<file path="config.mk">
export PLATFORM = sky130hd
export DESIGN_NAME = field_iterator
export DESIGN_NICKNAME = d
export VERILOG_FILES = /design/src/rtl/field_iterator_pkg.sv /design/src/rtl/field_extract.sv /design/src/rtl/field_iterator.sv
export SDC_FILE = /design/constraint.sdc
export NUM_CORES = 1
export LEC_CHECK = 0
export ABC_CLOCK_PERIOD_IN_PS = 3800
export BUFFER_PORTS_ARGS = -buffer_cell sky130_fd_sc_hd__buf_2
export CAP_MARGIN = 20
export CELL_PAD_IN_SITES_DETAIL_PLACEMENT = 1
export CELL_PAD_IN_SITES_GLOBAL_PLACEMENT = 2
export CORE_ASPECT_RATIO = 2
export CORE_MARGIN = 2
export CORE_UTILIZATION = 37
export DETAILED_ROUTE_END_ITERATION = 12
export PLACE_DENSITY_LB_ADDON = 0.1
export SLEW_MARGIN = 20
export SYNTH_ARGS = -nofsm -noshare
export SYNTH_HDL_FRONTEND = slang
export SYNTH_SLANG_ARGS = --single-unit
</file>
<file path="constraint.sdc">
create_clock -name clk -period 3.8 [get_ports clk]
set_input_delay 0.38 -clock clk [delete_from_list [all_inputs] [get_ports clk]]
set_output_delay 0.38 -clock clk [all_outputs]
set_load 0.05 [all_outputs]
</file>
<file path="src/rtl/field_iterator_pkg.sv">
// field_iterator_pkg: shared types and sizing helpers for the field iterator.
//   field_desc_t - one descriptor-table entry {bit offset, field width}
//   state_t      - walker FSM state
// Descriptor fields have a fixed, generous width so the struct can live in
// the package. Modules narrow the stored values to their own parameter sizes.
package field_iterator_pkg;

    localparam int DESC_FLD_W = 16;

    typedef struct packed {
        logic [DESC_FLD_W-1:0] offset;
        logic [DESC_FLD_W-1:0] width;
    } field_desc_t;

    typedef enum logic {
        IDLE = 1'b0,
        WALK = 1'b1
    } state_t;

    // Index width that never collapses to zero bits
    function automatic int idx_bits(input int n);
        return (n > 1) ? $clog2(n) : 1;
    endfunction

endpackage

</file>
<file path="src/rtl/field_extract.sv">
// field_extract: combinational shift / mask / clamp of one field out of an
// object.
//   obj    - packed object; bits at or above OBJ_W read as zero
//   offset - bit offset of the field LSB
//   width  - field width; 0 gives 0, values above FIELD_W clamp to FIELD_W
//   value  - extracted field, zero-extended to FIELD_W
module field_extract
    import field_iterator_pkg::*;
#(
    parameter int OBJ_W   = 64,
    parameter int FIELD_W = 32
) (
    input  logic [OBJ_W-1:0]           obj,
    input  logic [$clog2(OBJ_W)-1:0]   offset,
    input  logic [$clog2(FIELD_W):0]   width,
    output logic [FIELD_W-1:0]         value
);

    localparam int WID_W = $clog2(FIELD_W) + 1;
    localparam int EXT_W = (OBJ_W > FIELD_W) ? OBJ_W : FIELD_W;
    localparam int MSK_W = FIELD_W + 1;

    logic [EXT_W-1:0] shifted;
    logic [WID_W-1:0] eff_w;
    logic [MSK_W-1:0] mask;

    // The logical shift fills with zeros, so a field running off the top of
    // the object keeps only its in-range bits.
    assign shifted = EXT_W'(obj) >> offset;
    assign eff_w   = (width > WID_W'(FIELD_W)) ? WID_W'(FIELD_W) : width;
    // The extra mask bit lets a full-width field produce an all-ones mask.
    assign mask    = (MSK_W'(1) << eff_w) - MSK_W'(1);
    assign value   = shifted[FIELD_W-1:0] & mask[FIELD_W-1:0];

endmodule

</file>
<file path="src/rtl/field_iterator.sv">
// field_iterator: walks a captured object through a programmable descriptor
// table, emitting one field per accepted output beat.
//   clk, rst                      - clock, synchronous active-high reset
//   cfg_we/cfg_idx/cfg_offset/cfg_width - descriptor write (IDLE only)
//   cfg_count_we/cfg_count        - active field count write (IDLE only,
//                                   saturates at MAX_FIELDS)
//   cfg_busy                      - walk in progress
//   in_valid/in_ready/in_obj      - object input handshake
//   out_valid/out_ready/out_idx/out_value/out_last - field stream
//   done                          - one-cycle pulse after an object is walked
module field_iterator
    import field_iterator_pkg::*;
#(
    parameter int OBJ_W      = 64,
    parameter int MAX_FIELDS = 8,
    parameter int FIELD_W    = 32
) (
    input  logic                          clk,
    input  logic                          rst,
    input  logic                          cfg_we,
    input  logic [$clog2(MAX_FIELDS)-1:0] cfg_idx,
    input  logic [$clog2(OBJ_W)-1:0]      cfg_offset,
    input  logic [$clog2(FIELD_W):0]      cfg_width,
    input  logic                          cfg_count_we,
    input  logic [$clog2(MAX_FIELDS):0]   cfg_count,
    output logic                          cfg_busy,
    input  logic                          in_valid,
    output logic                          in_ready,
    input  logic [OBJ_W-1:0]              in_obj,
    output logic                          out_valid,
    input  logic                          out_ready,
    output logic [$clog2(MAX_FIELDS)-1:0] out_idx,
    output logic [FIELD_W-1:0]            out_value,
    output logic                          out_last,
    output logic                          done
);

    localparam int IDX_W = $clog2(MAX_FIELDS);
    localparam int CNT_W = IDX_W + 1;
    localparam int OFF_W = $clog2(OBJ_W);
    localparam int WID_W = $clog2(FIELD_W) + 1;

    state_t             state;
    field_desc_t        desc [MAX_FIELDS];
    logic [CNT_W-1:0]   count;
    logic [IDX_W-1:0]   idx;
    logic [OBJ_W-1:0]   obj;
    logic [CNT_W-1:0]   cnt_wr;
    logic [CNT_W-1:0]   cnt_eff;
    logic [FIELD_W-1:0] ext_value;
    logic               walk;
    logic               last;

    assign walk = (state == WALK);

    // A count written alongside an accepted object governs that object's walk.
    assign cnt_wr  = (cfg_count > CNT_W'(MAX_FIELDS)) ? CNT_W'(MAX_FIELDS) : cfg_count;
    assign cnt_eff = cfg_count_we ? cnt_wr : count;

    // count is never zero in WALK, so count-1 cannot wrap when it matters.
    assign last = ({1'b0, idx} == (count - CNT_W'(1)));

    field_extract #(
        .OBJ_W   (OBJ_W),
        .FIELD_W (FIELD_W)
    ) u_extract (
        .obj    (obj),
        .offset (desc[idx].offset[OFF_W-1:0]),
        .width  (desc[idx].width[WID_W-1:0]),
        .value  (ext_value)
    );

    assign cfg_busy  = walk;
    assign in_ready  = !walk;
    assign out_valid = walk;
    assign out_idx   = walk ? idx : '0;
    assign out_value = walk ? ext_value : '0;
    assign out_last  = walk && last;

    always_ff @(posedge clk) begin
        if (rst) begin
            state <= IDLE;
            idx   <= '0;
            obj   <= '0;
            count <= '0;
            done  <= 1'b0;
            for (int i = 0; i < MAX_FIELDS; i++) begin
                desc[i] <= '0;
            end
        end else begin
            done <= 1'b0;
            case (state)
                IDLE: begin
                    if (cfg_we && (int'(cfg_idx) < MAX_FIELDS)) begin
                        desc[cfg_idx].offset <= DESC_FLD_W'(cfg_offset);
                        desc[cfg_idx].width  <= DESC_FLD_W'(cfg_width);
                    end
                    if (cfg_count_we) begin
                        count <= cnt_wr;
                    end
                    if (in_valid) begin
                        obj <= in_obj;
                        idx <= '0;
                        if (cnt_eff != '0) begin
                            state <= WALK;
                        end else begin
                            done <= 1'b1;
                        end
                    end
                end
                WALK: begin
                    // Table and count are frozen here; cfg writes are dropped.
                    if (out_ready) begin
                        if (last) begin
                            state <= IDLE;
                            idx   <= '0;
                            done  <= 1'b1;
                        end else begin
                            idx <= idx + IDX_W'(1);
                        end
                    end
                end
                default: state <= IDLE;
            endcase
        end
    end

endmodule

</file>
# After elaboration in Yosys (flattened, before gate mapping)
# Memories as Yosys holds them, arrays and structs flattened. A register that Yosys moved wholly into a read port is not among the register bits.
# Index checks and enable logic that the tools add are counted.
[word_totals]
mem_count = 1
in_bits = 89
output_inout_bits = 40
ramBits = 96
wordCells = 54
regBits = 73
[memory_table]
columns = ["memory", "depth", "word_bits", "read_ports", "rd_clocked_by_memory_dff", "write_ports", "line", "rtl"]
rows = [
  ["desc", 8, 12, 1, 1, 8, "field_iterator.sv:44", "field_desc_t desc [MAX_FIELDS];"],
]
[op_classes]
n_eq_ne = 3
addsub = 3
reduce_logical = 6
shift = 2
muxes = 30
magnitude_cmp = 2
n_bitwise = 2
[op_table]
columns = ["operator", "n"]
rows = [
  ["$shr A64 B6 Y32", 1],
  ["$and A32 B32 Y32", 1],
  ["$mux W32", 1],
  ["$shl A1 B6 Y32 const A", 1],
  ["$sub A32 B2 Y32 const B", 1],
  ["$mux W3", 7],
  ["$mux W1", 15],
  ["$mux W12", 1],
  ["$reduce_or A12 Y1", 1],
  ["$mux W4", 2],
  ["$gt A6 B6 Y1 const B", 1],
  ["$mux W6", 1],
  ["$pmux W3 S2", 1],
  ["$eq A3 B4 Y1", 1],
  ["$gt A4 B4 Y1 const B", 1],
  ["$ne A2 B2 Y1 const B", 2],
  ["$pmux W1 S2", 2],
  ["$reduce_and A2 Y1", 2],
  ["$reduce_bool A4 Y1", 1],
  ["$sub A4 B1 Y4 const B", 1],
  ["$add A3 B1 Y3 const B", 1],
  ["$logic_and A1 B1 Y1", 1],
  ["$logic_not A1 Y1", 1],
  ["$not A1 Y1", 1],
]

# Logic depth before layout (Yosys ltp)
# Gate-level depths: netlist (run 1).
[depth]
word_depth = 7
mapped_depth = 18
mapped_depth_nobuf = 13

# By module
# From an unflattened synthesis (run 1), not the netlist that was laid out.
[hier_totals]
hier_cells = 1236
hier_area_um2 = 12637.1
[by_module_without_submodules]
columns = ["mod", "instances", "seq_area_each_um2", "area_each_um2", "cells_each"]
rows = [
  ["field_iterator", 1, 4404.2, 7320.8, 647],
  ["field_extract", 1, 0.0, 5316.3, 589],
]

# Worst setup path after synthesis (run 1)
# Ideal clock, no wire load.
[synth_timing]
path_type = "reg-to-output"
from = "reg with a tool-made name"
to = "out out_value[14]"
path_stages_with_launch = 16
t_required_ns = 3.420
n_path_buf = 4
arrival_ns = 4.531
slack_ns = -1.111
cell_sequence = "dfxtp_1 > buf_6 > buf_6 > mux4_2 > mux2_2 > buf_2 > nor2_1 > nand2_1 > nand2_1 > nand2_1 > ha_1 > clkbuf_1 > nor3_1 > a21oi_1 > o31a_1 > nor4_1"
[synth_rtl]
columns = ["item", "line", "rtl"]
rows = [
  ["end: declaration", "field_iterator.sv:33", "output logic [FIELD_W-1:0] out_value,"],
]

==> impl_metrics.env, run 1 <==
export IMPL_design_final_nets=1703
export IMPL_post_layout_minimum_cycle_time_ns=4.19
export IMPL_fmax_mhz=239
export IMPL_clk_pin_slew_worst_paths_ns=0.08
export IMPL_violations="setup timing"
export IMPL_root_buffer="clkbuf_16"
export IMPL_drive_gt1_frac=0.388
export IMPL_core_um2=32100
export IMPL_start_util=0.374
export IMPL_dieArea_um2=34000
export IMPL_floorplan_die_height_um=259
export IMPL_detailedRoute_firstPassIterationCount=5
export IMPL_path_class="flip-flop to primary output"
export IMPL_synth_seq_area_share=0.367
export IMPL_synth_cells=1336
export IMPL_fp_row_count=93
export IMPL_run_status="finished, violations left"
export IMPL_skew_ns=0.0132
export IMPL_synth_edff_count=96
export IMPL_timing_final_setup_violations=32
export IMPL_clk_insertion_delay_late_ns=0.47
export IMPL_synthArstFlopShare=0
export IMPL_timing_critical_path_from="desc[7][8]"
export IMPL_hold_path_end="obj[46]"
export IMPL_cts_inserted_buffers=17
export IMPL_critPathMostFrequentCell="mux2i_1"
export IMPL_grt_max_degree=82
export IMPL_reg2reg_setup_slack_ns=1.14
export IMPL_final_report_max_slew_violation_count=0
export IMPL_leading_post_synthesis_cells_by_instance_count="nand2_1, mux2i_1, and2_1"
export IMPL_critical_path_reg2reg_startpoint="cfg_busy"
export IMPL_cp_slowest_cell="mux4_2"
export IMPL_worst_ir_drop_vdd_mv=0.350
export IMPL_route_detailed_wl_per_inst_um=26.5
export IMPL_start_kind="flip-flop"
export IMPL_drt_drc_violations_left=0
export IMPL_netlist_area_um2=12000
export IMPL_worstPathCellList="mux4_2 -> mux2_4 -> buf_6 -> mux2i_1 -> mux2i_1 -> mux2i_1 -> mux4_2 -> nand2b_4 -> a221oi_4 -> buf_12"
export IMPL_synth_top_cells_by_area="edfxtp_1, mux2i_1, dfxtp_1"
export IMPL_power_density_nw_per_um2=359
export IMPL_yosys_cell_types_count=71
export IMPL_netlist_area_leader_share=0.240
export IMPL_startpoint_of_the_most_critical_hold_path="in_obj[46]"
export IMPL_critPathMaxStageDelay_ns=0.61
export IMPL_syn_area_per_cell_um2=8.98
export IMPL_holdBufCountCts=0
export IMPL_sequential_cell_area_um2=4420
export IMPL_fp_dieW_um=131
export IMPL_arrival_ns=3.81
export IMPL_ctsHtreeMaxLevel=4
export IMPL_yosys_top_cell_by_area="edfxtp_1"
export IMPL_design_portCount=129
export IMPL_routed_wirelength_um=54400
export IMPL_cts_sinks=172
export IMPL_timing_rr_end="obj[18]"
export IMPL_layout_filler_cells=3687
export IMPL_dp_final_hpwl_um=41800
export IMPL_ys_ff_latch=172
export IMPL_cp_end_kind="primary output"
export IMPL_max_cap_violations=0
export IMPL_detail_route_antenna_nets=0
export IMPL_multi_input_area_um2=8210
export IMPL_area_growth_pct=39.3
export IMPL_number_of_cells_traversed_by_the_worst_hold_path=3
export IMPL_total_track_usage=0.319
export IMPL_post_drt_via_cell_ratio=5.80
export IMPL_post_place_ws_ns=-0.228
export IMPL_wire_length_of_the_first_global_routing_pass_um=81100
export IMPL_worstRegToRegCells=6
export IMPL_p_leak_nw=6.50
export IMPL_tritoncts_clock_tree="built"
export IMPL_gp_congestion=0.959
export IMPL_rsz0062_at_grt="true"
export IMPL_worst_pin_slew_ns=0.955
export IMPL_syn_num_nets=1428
export IMPL_routed_via_count=11894
export IMPL_number_of_global_route_vias_before_repair=13133
export IMPL_timing_max_slew_rel_slack=0.361
export IMPL_antenna_diode_count=0
export IMPL_globalRouteOverflowTotal=0
export IMPL_path_max_fanout=8
export IMPL_worst_ep_required_time_ns=3.42
export IMPL_synth_most_common_cell="nand2_1"
export IMPL_worst_slack_ns=-0.389
export IMPL_drt_first_iter_violations=614
export IMPL_fin_crit_sh=1.10
export IMPL_ys_flop_type="edfxtp_1"
export IMPL_finalPower_mw=6.00
export IMPL_worst_hold_path_type="input pin to flip-flop"
export IMPL_cts_max_path_buffers=2
export IMPL_ys_warn_count=0
export IMPL_timing_hold_violations_final=0
export IMPL_antenna_found_initial=0
export IMPL_port_buffers=128
## worst max-delay path by stage
stage                               end  slack (ns)  depth (start not counted)
after floorplan           out_value[14]       -0.11                         15
after global placement     out_value[3]       -0.17                         12
after detailed placement   out_value[3]       -0.23                         12
after CTS                  out_value[3]       -0.39                         10
after global routing       out_value[3]       -0.47                         10
final                      out_value[3]       -0.39                         10
## metrics by stage
step / TNS (ns) / utilization / instance area (um2) / hold WS, ns / instances
3_5_place_dp: -1.41 / 0.457 / 14700 / 0.465 / 1988
3_3_place_gp: -0.401 / 0.457 / 14700 / 0.454 / 1988
4_1_cts: -7.18 / 0.510 / 16400 / 0.128 / 2043
5_1_grt: -10.51 / 0.520 / 16700 / 0.143 / 2051
2_1_floorplan: -0.138 / - / 12200 / 0.437 / 1336
6_report: -7.60 / 0.520 / 16700 / 0.143 / 2051
## sequential cells by signal, indices dropped and copies added, names as in the netlist, named ones only
| signal | count |
|---|---|
| cfg_busy | 1 |
| count | 4 |
| desc | 96 |
| done | 1 |
| idx | 3 |
| obj | 64 |
## report_power, final
| group | total [mW] | switching, mW | leakage (nW) | internal, mW |
|---|---|---|---|---|
| sequential | 2.14 | 0.0900 | 1.62 | 2.05 |
| clock | 1.81 | 0.927 | 0.289 | 0.886 |
| combinational | 2.05 | 1.19 | 4.59 | 0.859 |
| total | 6.00 | 2.21 | 6.50 | 3.79 |
## worst max-delay path, delay by kind of cell, from the launching register on
family	cells	cell delay, ns
multiplexers	6	2.04
flip-flops	1	0.43
AO/OA/AOI/OAI	1	0.34
buffers and inverters	2	0.34
AND/OR/NAND/NOR	1	0.18
## logic make-up after synthesis
| family | synth area share |
|---|---|
| and+or+nand+nor | 0.216 |
| AOI/OAI and AO/OA | 0.154 |
| muxes | 0.211 |
| DFF | 0.367 |
| buffers and inverters | 0.0448 |
| xor gates and xnor gates | 0.00438 |
| adders and majority gates | 0.00313 |
## routing by layer
metal  vias to the layer above  global-route usage  wire, um
met1                      5920               0.285     17400
li1                       5437                   -         -
met2                       359               0.637     30300
met4                         0               0.228      4800
met3                       178              0.0522      1910
met5                         -                   0         0
## layout by cell type, fill, tap and decap left out, types with 9 or more instances in the layout
| cell type | count |
|---|---|
| mux2i_4 | 16 |
| a221oi_2 | 10 |
| nor3_1 | 13 |
| mux2i_2 | 43 |
| buf_6 | 25 |
| nand3_1 | 30 |
| mux2_2 | 20 |
| and2_1 | 100 |
| clkbuf_16 | 18 |
| a22oi_1 | 11 |
| buf_4 | 196 |
| o21ai_1 | 9 |
| nor2_1 | 61 |
| buf_12 | 27 |
| mux4_2 | 19 |
| a21oi_2 | 10 |
| o22ai_1 | 16 |
| nand2_1 | 249 |
| mux2i_1 | 112 |
| dfxtp_1 | 73 |
| a21oi_1 | 82 |
| a211oi_2 | 11 |
| buf_2 | 97 |
| o21ai_0 | 26 |
| mux2_4 | 13 |
| or2_2 | 9 |
| nand4_1 | 11 |
| and3_1 | 9 |
| edfxtp_1 | 96 |
## layout make-up
cell class | count | area share
clock buffer | 17 | 0.0255
clock inverter | 15 | 0.0100
inverter | 5 | 0.00112
multi-input combinational | 1062 | 0.491
sequential | 172 | 0.264
tap | 427 | 0.0320
timing repair buffer | 353 | 0.176
## repair_timing
action | 4_1_cts | 5_1_grt
gates resized for setup | 202 | 56
buffers inserted | 22 | 7
cloned | 3 | 1
pin swaps | 38 | 17
setup endpoints to repair | 32 | 32
Power figures use the tool's default switching activity.
==> run 2, diff against run 1 <==
Settings changed: SKIP_LAST_GASP set to 1.
==> run 2 against run 1 <==
Against the previous run: the flow still finishes with violations (setup timing); clock skew grew 0.00083 ns; critical endpoint unchanged; sequential share of layout area grew 0.11 points; utilization decreased by 0.21 points; via count is 0.81% lower; hold slack improved by 0.0023 ns; critical path type unchanged.
==> impl_metrics.env, run 2 (same netlist as run 1, synthesis figures left out) <==
export IMPL_drt_first_iter_violations=556
export IMPL_power_sequential_fraction=0.358
export IMPL_floorplan_die_height_um=259
export IMPL_cts_sinks=172
export IMPL_mostFrequentLayoutCell="nand2_1"
export IMPL_reg2reg_setup_slack_ns=1.15
export IMPL_rsz0062_at_grt="true"
export IMPL_cts_inserted_buffers=17
export IMPL_most_frequent_cells_in_the_layout="nand2_1, buf_4, mux2i_1, and2_1, buf_2"
export IMPL_path_max_fanout=8
export IMPL_ctsHtreeMaxLevel=4
export IMPL_critical_path_reg2reg_startpoint="cfg_busy"
export IMPL_antenna_found_initial=0
export IMPL_dp_final_hpwl_um=41800
export IMPL_worst_hold_path_type="input pin to flip-flop"
export IMPL_tritoncts_clock_tree="built"
export IMPL_final_report_max_slew_violation_count=0
export IMPL_number_of_global_route_vias_before_repair=13138
export IMPL_arrival_ns=3.81
export IMPL_skew_ns=0.0140
export IMPL_gr_max_usage_layer="met2"
export IMPL_worst_ep_required_time_ns=3.42
export IMPL_timing_max_slew_rel_slack=0.360
export IMPL_timing_final_setup_violations=32
export IMPL_registers_top_by_ff_count="desc"
export IMPL_fin_tns_setup_ns=-7.56
export IMPL_design_portCount=129
export IMPL_use_met2=0.635
export IMPL_run_status="finished, violations left"
export IMPL_fmax_mhz=239
export IMPL_fp_row_count=93
export IMPL_worst_slack_ns=-0.387
export IMPL_fp_dieW_um=131
export IMPL_path_class="flip-flop to primary output"
export IMPL_cts_max_path_buffers=2
export IMPL_area_growth_pct=38.8
export IMPL_clk_insertion_delay_late_ns=0.47
export IMPL_power_frac_comb=0.338
export IMPL_worst_pin_slew_ns=0.956
export IMPL_route_detailed_wl_per_inst_um=26.4
export IMPL_max_cap_violations=0
export IMPL_total_track_usage=0.319
export IMPL_routed_wirelength_um=54300
export IMPL_power_density_nw_per_um2=359
export IMPL_gp_congestion=0.959
export IMPL_dieArea_um2=34000
export IMPL_wire_length_of_the_first_global_routing_pass_um=81000
export IMPL_post_layout_minimum_cycle_time_ns=4.19
export IMPL_routed_via_count=11798
export IMPL_timing_hold_violations_final=0
export IMPL_design_final_nets=1706
export IMPL_groute_layer_met3_usage=0.0483
export IMPL_clock_power_share=0.304
export IMPL_clk_pin_slew_worst_paths_ns=0.08
export IMPL_largest_register_ffs=96
export IMPL_number_of_cells_traversed_by_the_worst_hold_path=3
export IMPL_power_net_switching_mw=2.19
export IMPL_core_um2=32100
export IMPL_internal_power_mw=3.78
export IMPL_start_kind="flip-flop"
export IMPL_detailedRoute_firstPassIterationCount=5
export IMPL_port_buffers=128
export IMPL_antenna_diode_count=0
export IMPL_timing_rr_end="obj[18]"
export IMPL_root_buffer="clkbuf_16"
export IMPL_layout_filler_cells=3687
export IMPL_cp_end_kind="primary output"
export IMPL_start_util=0.374
export IMPL_drive_gt1_frac=0.381
export IMPL_startpoint_of_the_most_critical_hold_path="in_obj[46]"
export IMPL_met1_usage=0.286
export IMPL_worstRegToRegCells=6
export IMPL_post_drt_via_cell_ratio=5.74
export IMPL_fin_crit_sh=1.10
export IMPL_worst_ir_drop_vdd_mv=0.344
export IMPL_detail_route_antenna_nets=0
export IMPL_p_leak_nw=6.50
export IMPL_globalRouteOverflowTotal=0
export IMPL_grt_max_degree=82
export IMPL_final_worst_hold_slack_ns=0.145
export IMPL_largest_registers="desc (96), obj (64), count (4)"
export IMPL_drt_drc_violations_left=0
export IMPL_sw_frac_of_total=0.367
export IMPL_hold_path_end="obj[46]"
export IMPL_holdBufCountCts=0
export IMPL_violations="setup timing"
## run 2: how the worst max path moves through the flow
stage,from,end,slack [ns],cells past startpoint
finish,desc[7][8],out_value[3],-0.39,10
global route,flip-flop,out_value[3],-0.48,10
CTS,flip-flop,out_value[3],-0.39,10
detailed placement,flip-flop,out_value[3],-0.23,12
global placement,flip-flop,out_value[3],-0.17,12
floorplan,flip-flop,out_value[14],-0.11,15
## run 2: timing repair
action,CTS,global route
gates resized for setup,178,59
endpoints found under the setup margin,32,32
pin swaps,38,18
buffers inserted,22,10
cloned,3,1
## run 2: final cells by class
type / count / area (um2) / area share
multi-input cells: 1062 / 8120 / 0.488
flip-flops and latches: 172 / 4420 / 0.265
repair buffers: 356 / 2960 / 0.178
well taps: 427 / 534 / 0.0321
clock buffers: 17 / 425 / 0.0256
clock inverters: 15 / 168 / 0.0101
inverters: 5 / 18.8 / 0.00113
## run 2: power by group through the flow
stage | combinational [mW] | sequential, mW | clock, mW
floorplan | 0.956 | 2.14 | 0
global placement | 1.71 | 2.17 | 0
detailed placement | 1.72 | 2.18 | 0
CTS | 1.94 | 2.14 | 1.84
global route | 2.13 | 2.15 | 1.90
finish | 2.02 | 2.14 | 1.81
## run 2: metrics by stage
stage               std cells   util  setup slack (ns)  total power [mW]  instance area (um2)
floorplan                1336      -            -0.107              3.09                12200
global route             2054  0.518            -0.477              6.17                16600
detailed placement       1988  0.457            -0.228              3.90                14700
finish                   2054  0.518            -0.387              5.98                16600
global placement         1988  0.457            -0.171              3.88                14700
CTS                      2043  0.506            -0.392              5.92                16300
## run 2: worst max-delay path, stage by stage, from the launching register on
cell	delay [ns]
edfxtp_1	0.43
mux4_2	0.60
mux2_4	0.40
buf_6	0.16
mux2i_1	0.12
mux2i_1	0.21
mux2i_1	0.14
mux4_2	0.54
nand2b_4	0.18
a221oi_4	0.35
buf_12	0.19
## run 2: layer usage
layer,share of wire,vias to the layer above,wire [um]
met5,0,-,0
met4,0.091,0,4950
met3,0.032,194,1730
met2,0.56,338,30200
met1,0.32,5824,17400
li1,-,5442,-
